==> src/rtl/scroll_display_driver.sv <==
// Scrolling 4-digit 7-segment driver; an/seg are registered, 1 cycle behind sel/offset.
// Loader never backpressures (char_ready tied high). Optional SCROLL_PAUSE_EN adds a pause input.
module scroll_display_driver #(
   parameter int DEPTH        = 16,
   parameter int REFRESH_BITS = 18
) (
   input  logic       clock,
   input  logic       reset,
   input  logic       shift_signal,
`ifdef SCROLL_PAUSE_EN
   input  logic       pause,
`endif
   input  logic       char_valid,
   output logic       char_ready,
   input  logic [3:0] char_data,
   input  logic       char_last,
   output logic [3:0] an,
   output logic [6:0] seg,
   output logic       busy_scroll
);
   localparam int IW = $clog2(DEPTH);
   localparam int LW = IW + 1;

   typedef enum logic [1:0] {IDLE, LOAD, SCROLL} state_t;

   state_t                  state;
   logic [IW-1:0]           wr_idx;
   logic [IW-1:0]           offset;
   logic [LW-1:0]           len;
   logic [REFRESH_BITS-1:0] refresh;
   logic [3:0]              mem [DEPTH];
   logic [1:0]              sel;
   logic [LW-1:0]           rd_sum;
   logic [IW-1:0]           wr_addr;
   logic                    accept;
   logic                    shift_en;

   function automatic logic [6:0] hexdecode(input logic [3:0] c);
      case (c)
         4'h0: hexdecode = 7'b1000000;
         4'h1: hexdecode = 7'b1111001;
         4'h2: hexdecode = 7'b0100100;
         4'h3: hexdecode = 7'b0110000;
         4'h4: hexdecode = 7'b0011001;
         4'h5: hexdecode = 7'b0010010;
         4'h6: hexdecode = 7'b0000010;
         4'h7: hexdecode = 7'b1111000;
         4'h8: hexdecode = 7'b0000000;
         4'h9: hexdecode = 7'b0010000;
         4'hA: hexdecode = 7'b0001000;
         4'hB: hexdecode = 7'b0000011;
         4'hC: hexdecode = 7'b1000110;
         4'hD: hexdecode = 7'b0100001;
         4'hE: hexdecode = 7'b0000110;
         default: hexdecode = 7'b0001110;
      endcase
   endfunction

   assign char_ready  = 1'b1;
   assign accept      = char_valid & char_ready;
   assign busy_scroll = (state == SCROLL);
   assign sel         = refresh[REFRESH_BITS-1 -: 2];
   assign wr_addr     = (state == LOAD) ? wr_idx : '0;

`ifdef SCROLL_PAUSE_EN
   assign shift_en = shift_signal & ~pause;
`else
   assign shift_en = shift_signal;
`endif

   // (offset + digit) mod len; sum stays below offset+4, so three folds cover len=1
   always_comb begin
      rd_sum = LW'(offset) + LW'(sel);
      for (int i = 0; i < 3; i++) begin
         if (rd_sum >= len) rd_sum = rd_sum - len;
      end
   end

   always_ff @(posedge clock) begin
      if (accept) mem[wr_addr] <= char_data;
   end

   always_ff @(posedge clock or negedge reset) begin
      if (!reset) begin
         state   <= IDLE;
         wr_idx  <= '0;
         len     <= '0;
         offset  <= '0;
         refresh <= '0;
         an      <= 4'b1111;
         seg     <= 7'b1111111;
      end else begin
         refresh <= refresh + 1'b1;

         if (state == SCROLL) begin
            an  <= ~(4'b1000 >> sel);
            seg <= hexdecode(mem[rd_sum[IW-1:0]]);
         end else begin
            an  <= 4'b1111;
            seg <= 7'b1111111;
         end

         case (state)
            IDLE, SCROLL: begin
               // a new message wins over a coincident shift pulse
               if (accept) begin
                  wr_idx <= IW'(1);
                  offset <= '0;
                  if (char_last) begin
                     len   <= LW'(1);
                     state <= SCROLL;
                  end else begin
                     state <= LOAD;
                  end
               end else if (state == SCROLL && shift_en) begin
                  offset <= (LW'(offset) + LW'(1) == len) ? '0 : offset + 1'b1;
               end
            end
            LOAD: begin
               if (accept) begin
                  wr_idx <= wr_idx + 1'b1;
                  if (char_last || wr_idx == IW'(DEPTH - 1)) begin
                     len    <= LW'(wr_idx) + LW'(1);
                     offset <= '0;
                     state  <= SCROLL;
                  end
               end
            end
            default: state <= IDLE;
         endcase
      end
   end

endmodule

==> config.mk <==
export PLATFORM = sky130hd
export DESIGN_NAME = scroll_display_driver
export DESIGN_NICKNAME = d
export VERILOG_FILES = /design/src/rtl/scroll_display_driver.sv
export SDC_FILE = /design/constraint.sdc
export NUM_CORES = 1
export LEC_CHECK = 0
export ABC_AREA = 1
export CAP_MARGIN = 10
export CORE_ASPECT_RATIO = 1.75
export CORE_MARGIN = 3
export CORE_UTILIZATION = 60
export DETAILED_ROUTE_END_ITERATION = 10
export GPL_ROUTABILITY_DRIVEN = 0
export PLACE_DENSITY_LB_ADDON = 0.08
export SLEW_MARGIN = 20
export SYNTH_ARGS = -nofsm -noshare
export SYNTH_HDL_FRONTEND = slang
export SYNTH_SLANG_ARGS = --single-unit
==> constraint.sdc <==
create_clock -name clock -period 7.15 [get_ports clock]
set_input_delay 1.43 -clock clock [delete_from_list [all_inputs] [get_ports clock]]
set_output_delay 1.43 -clock clock [all_outputs]
set_load 0.02 [all_outputs]
==> results of run 1 <==
## area by class of cell
type,instances,share of cell area (%)
Clock inverter,7,1.07
Clock buffer,9,3.38
Sequential cell,108,45.5
Timing Repair Buffer,23,3.26
Inverter,127,7.18
Multi-Input combinational cell,427,37.3
Tap cell,125,2.34
## final timing paths
check,startpoint,end,slack (ns),cells past startpoint
min reg2reg,refresh[0],refresh[0],0.45,1
min,refresh[0],refresh[0],0.45,1
max,offset[0],seg[0],0.56,40
min in group asynchronous,reset,refresh[9],1.22,1
max reg2reg,offset[0],seg[0],0.56,40
max in group asynchronous,reset,offset[2],5.34,1
## flip-flops by register name, summed over array words and instances, names as in the netlist
signal / flops
seg: 7
an: 4
refresh: 18
wr_idx: 4
mem: 64
len: 5
state: 2
offset: 4
## routing by layer
metal	routed length [um]	global-route usage (%)	up-vias
li1	-	-	2227
met1	4960	26.3	2170
met2	7250	44.3	147
met3	398	2.85	53
met4	733	16.5	0
met5	0	0	-
## kinds of logic (layout without fill, tap and decap cells)
kind of cell	Yosys count	count (layout)
and+or+nand+nor	320	320
buffers and inverters	138	166
adders and majority gates	30	30
xor gates and xnor gates	29	29
DFF	108	108
other	1	1
AOI/OAI and AO/OA	47	47
## cells in the final DEF, fill, tap and decap left out, drive strengths merged
cell | synthesis | final
a21o | 1 | 1
a21oi | 15 | 15
and3 | 1 | 1
buf | 9 | 4
clkbuf | 2 | 9
clkdlybuf4s50 | 0 | 19
clkinv | 0 | 4
clkinvlp | 0 | 1
conb | 1 | 1
dfrtp | 33 | 33
dfstp | 11 | 11
edfxtp | 64 | 64
fa | 4 | 4
ha | 26 | 26
inv | 127 | 129
nand2 | 147 | 147
nand3 | 111 | 111
nand3b | 3 | 3
nand4 | 6 | 6
nor2 | 39 | 39
nor3 | 8 | 8
nor4 | 2 | 2
o211ai | 2 | 2
o21a | 3 | 3
o21ai | 22 | 22
o21bai | 1 | 1
o22ai | 2 | 2
o31ai | 1 | 1
or2 | 3 | 3
xnor2 | 8 | 8
xor2 | 21 | 21
## what timing repair did
item                       in CTS  in global routing
gates resized for setup         0                  1
setup buffers                   0                  2
setup endpoints to repair       0                  7
## metrics by stage
stage,util (%),hold slack [ns],instances,setup slack [ns],instance area (um^2)
after CTS,67.1,0.458,824,0.472,6650
after detailed placement,64.1,0.449,808,0.493,6360
final,67.3,0.454,826,0.561,6670
after global placement,64.1,0.448,808,0.805,6360
after floorplan,-,0.423,673,1.38,6100
after global routing,67.3,0.475,826,0.0305,6670
==> results.md, run 1 <==
* Run status: completed
* Synth Cell Area at 0.00610 mm^2
* IO buf count at 20
* Hold WC Path Type: flop to flop
* Placeable Area at 0.00991 mm^2
* Post-synthesis mux area share at 0%
* Unrepaired setup endpoints after global routing: false
* CP arrival at 6.86 ns
* Slowest cell on the critical path: o21ai_2
* Gate Count Post-Synth at 673
* Largest net degree at the start of global routing at 45
* Initial antenna violation count at 0
* Required @ worst endpoint at 7.42 ns
* CP max FO at 16
* Nets at 735
* Yosys warning count at 0
* Row Count at 48
* Chip Height at 139 um
* Via count at 4597
* Diodes inserted at 0
* Synth-to-Final Area Change at 9.35%
* WL final at 13300 um
* Tmin final at 6.59 ns
* Initial Utilization at 61.6%
* Clk slew on worst S/H paths at 0.07 ns
* Root Buffer: clkbuf_16
* DR pass1 iterations at 5
* Slew Limit Fails at 0
* Vias in the first global route at 4650
* Clock Skew at 0.00857 ns
* Synthesis-stage register bit count at 108
* Final setup vio count at 0
* Max-cap violation count at 0
* DRC at 0
* Post-Synth Simple-Gate Area at 25.0%
* TritonCTS clock tree: yes
* Synth Area in Compound Gates at 4.80%
* Clock Sink Count at 108
* WS Path Type: flop to flop
* Crit path buffers/inverters at 8
* First-pass GRT wire length at 21600 um
* EDFF count, synth at 64
* Largest family of logic cells by synthesized area: simple AND/OR/NAND/NOR gates
* Post-synth top area share at 31.5%
* H-tree depth at 3
* DR iter-0 viols at 295
* Total grt overflow at 0
* I/O pin count at 22
* Mean Syn Cell Area at 9.07 um^2
* Critical Path Sink Type: flop
* Per-cell routed wire length at 16.2 um
* Die width at 82.2 um
* Max clock buf depth at 2
* Critical Path Source Type: flop
* Vias/cell at 5.57
* Slew HR at 37.5%
* Top post-synthesis cells by area: edfxtp_1, dfrtp_1, nand3_1
* Post-synth net total at 712
* Most instantiated cells after synthesis: nand2_1, inv_1, nand3_1
* Clk_lat worst skew at 0.35 ns
* Async set or reset register ratio after synthesis at 40.7%
* Hold Buf Count CTS at 0
* Netlist cell types at 43
* Die area at 0.0115 mm^2
* Fin Setup TNS at 0 ns
* Cell class contributing the biggest share of worst-path delay: simple AND/OR/NAND/NOR gates
* Layout cell share with drive strength beyond 1 at 10.3%
* Register area at 0.00304 mm^2
* Max Freq at 0.152 GHz
* DRT antenna net count at 0
* Top-count cell post-synth: nand2_1
* Synth Area in XOR/XNOR at 4.16%
* Primary FF master, synth: edfxtp_1
* Multi-input gate area at 0.00249 mm^2
* Hpwl dp at 10000 um
* CP peak stage delay at 0.57 ns
* Fin crit share at 92.2%
* Tot GR Track Use at 24.9%
* Seq/Total Area, Yosys at 49.8%
* Least-Margin Pin Slew at 0.937 ns
* Adder-cell area share of the yosys netlist at 6.64%
* Num CTS Buffers at 9
* FILL cells at 836
* Post-synth top area cell: edfxtp_1
* Hold Vio Cnt, Final at 0
Power of run 1 is not shown: default switching activity piles up to over one toggle a cycle in this logic, so the estimate is an artifact.
==> run 2, diff against run 1 <==
--- a/config.mk
+++ b/config.mk
@@ -9,7 +9,7 @@
 export CAP_MARGIN = 10
 export CORE_ASPECT_RATIO = 1.75
 export CORE_MARGIN = 3
-export CORE_UTILIZATION = 60
+export CORE_UTILIZATION = 56
 export DETAILED_ROUTE_END_ITERATION = 10
 export GPL_ROUTABILITY_DRIVEN = 0
 export PLACE_DENSITY_LB_ADDON = 0.08
==> constraint.sdc (replaced) <==
create_clock -name clock -period 5.75 [get_ports clock]
set_input_delay 1.15 -clock clock [delete_from_list [all_inputs] [get_ports clock]]
set_output_delay 1.15 -clock clock [all_outputs]
set_load 0.02 [all_outputs]
==> results.md, run 2 (same netlist as run 1, synthesis figures left out) <==
* Run status: completed
* Top Registers: mem (64), refresh (18), seg (7)
* DR pass1 iterations at 5 (unchanged)
* Largest reg by FF count: mem
* Max clock buf depth at 2 (unchanged)
* Clock Skew at 0.00917 ns (+0.000596 ns)
* Num CTS Buffers at 9 (unchanged)
* Vias in the first global route at 5132 (+10%)
* Vias/cell at 5.60 (+0.56%)
* I/O pin count at 22 (unchanged)
* RR Endpoint: seg[3]
* Required @ worst endpoint at 6.04 ns (-1.38 ns)
* Final worst setup slack at 0.0669 ns (-0.494 ns)
* Hpwl dp at 10500 um (+4.6%)
* Hold Vio Cnt, Final at 0 (unchanged)
* Placed insts at 843 (+4.3%)
* Row Count at 49 (+2.1%)
* Clock Sink Count at 108 (unchanged)
* Worst setup path endpoint: seg[3]
* DR iter-0 viols at 279 (-5.4%)
* Diodes inserted at 0 (unchanged)
* IO buf count at 20 (unchanged)
* Least-Margin Pin Slew at 0.986 ns (+0.0486 ns)
* Largest net degree at the start of global routing at 45 (unchanged)
* Synth-to-Final Area Change at 28.7%
* TritonCTS clock tree: yes
* Layout cell share with drive strength beyond 1 at 30.7% (+20 points)
* Clk slew on worst S/H paths at 0.08 ns (about the same)
* WL final at 16000 um (+20%)
* Max FFs per register at 64 (unchanged)
* WS Path Type: flop to flop
* Fin cells at 885 (+7.1%)
* Slowest cell on the critical path: fa_2
* Root Buffer: clkbuf_16
* Fin crit share at 98.8% (+6.7 points)
* Worst setup startpoint: refresh[16]
* FF-to-FF Start: refresh[16]
* Hold Buf Count CTS at 0 (unchanged)
* Unrepaired setup endpoints after global routing: true
* CP max FO at 8 (-8)
* Max-cap violation count at 0 (unchanged)
* Post-Place Setup Slack at -0.281 ns (-0.774 ns)
* Nets at 792 (+7.8%)
* H-tree depth at 3 (unchanged)
* Tmin final at 5.68 ns (-0.906 ns)
* Fin Setup TNS at 0 ns (unchanged)
* Initial antenna violation count at 0 (unchanged)
* Worst hold stages at 1 (unchanged)
* Hold WC Path Type: flop to flop
* Critical Path Source Type: flop
* Final setup vio count at 0 (unchanged)
* Tot GR Track Use at 25.4% (+0.49 points)
* Chip Height at 144 um (+3.4%)
* CP peak stage delay at 0.40 ns (-0.17 ns)
* Reg2Reg Setup Slack at 0.07 ns (-0.49 ns)
* Initial Utilization at 58.2% (-3.4 points)
* Commonest non-fill, non-tap cell in the layout: inv_1
* Slew Limit Fails at 0 (unchanged)
* Via count at 4953 (+7.7%)
* Critical Path Sink Type: flop
* First-pass GRT wire length at 24100 um (+12%)
* Clk_lat worst skew at 0.36 ns (about the same)
* DRC at 0 (unchanged)
* DRT antenna net count at 0 (unchanged)
* Placeable Area at 0.0105 mm^2 (+5.8%)
* Die area at 0.0122 mm^2 (+6.7%)
* CP arrival at 5.97 ns (-0.89 ns)
* Slew HR at 34.3% (-3.2 points)
* Max Freq at 0.176 GHz (+16%)
* Die width at 84.9 um (+3.3%)
* Per-cell routed wire length at 18.1 um (+12%)
* Commonest non-fill, non-tap cells in the layout: inv_1, nand2_1, nand3_1, edfxtp_1, buf_4
* Total grt overflow at 0 (unchanged)
* R2R cell count at 38 (-5.0%)
* CP most frequent cell: nand3_2
-- run 2: cell types whose count changed in the layout (fill, tap and decap cells not counted), sizes merged --
cell      change
buf          +53
clkinv        -2
clkinvlp      -1
inv           +3
nand2         +4
-- run 2: layer usage --
layer	track usage, %	wire length, um	part of all wire, %
met5	0	0	0
met1	26.0	5590	35
met2	47.3	8710	54
met4	17.6	1060	6.6
met3	3.19	678	4.2
-- run 2: layout make-up --
type	instances	area (um^2)
Sequential cell	108	3040
Fill cell	689	2630
Timing Repair Buffer	76	671
Inverter	127	497
Tap cell	127	159
Multi-Input combinational cell	431	3200
Clock buffer	9	225
Clock inverter	7	66.3
-- run 2: metrics by stage --
step | util [%] | hold WS [ns] | area, um^2
floorplan | - | 0.423 | 6130
finish | 74.9 | 0.456 | 7860
detailed placement | 63.3 | 0.452 | 6630
global route | 74.9 | 0.484 | 7860
CTS | 67.8 | 0.463 | 7110
global placement | 63.3 | 0.440 | 6630
-- run 2: critical path, delay by kind of cell, from the launching register on --
family | cells | cell delay [ns]
compound gates | 2 | 0.25
xor+xnor | 1 | 0.13
fa+ha+maj | 7 | 1.85
buf+inv | 8 | 0.76
flops | 1 | 0.39
simple gates | 20 | 2.23
-- run 2: what timing repair did --
item	CTS	global route
pin swaps	15	55
setup endpoints to repair	7	7
resized for setup	20	133
setup buffers	7	14
gates cloned	2	3
-- run 2: how the worst min path moves through the flow --
stage               startpoint    endpoint  slack, ns
floorplan           refresh[0]  refresh[0]       0.42
global placement    refresh[0]  refresh[0]       0.44
detailed placement  refresh[0]  refresh[0]       0.45
CTS                 refresh[0]  refresh[0]       0.46
global route        refresh[0]  refresh[0]       0.48
finish              refresh[0]  refresh[0]       0.46
Power of run 2 is left out for the same reason.
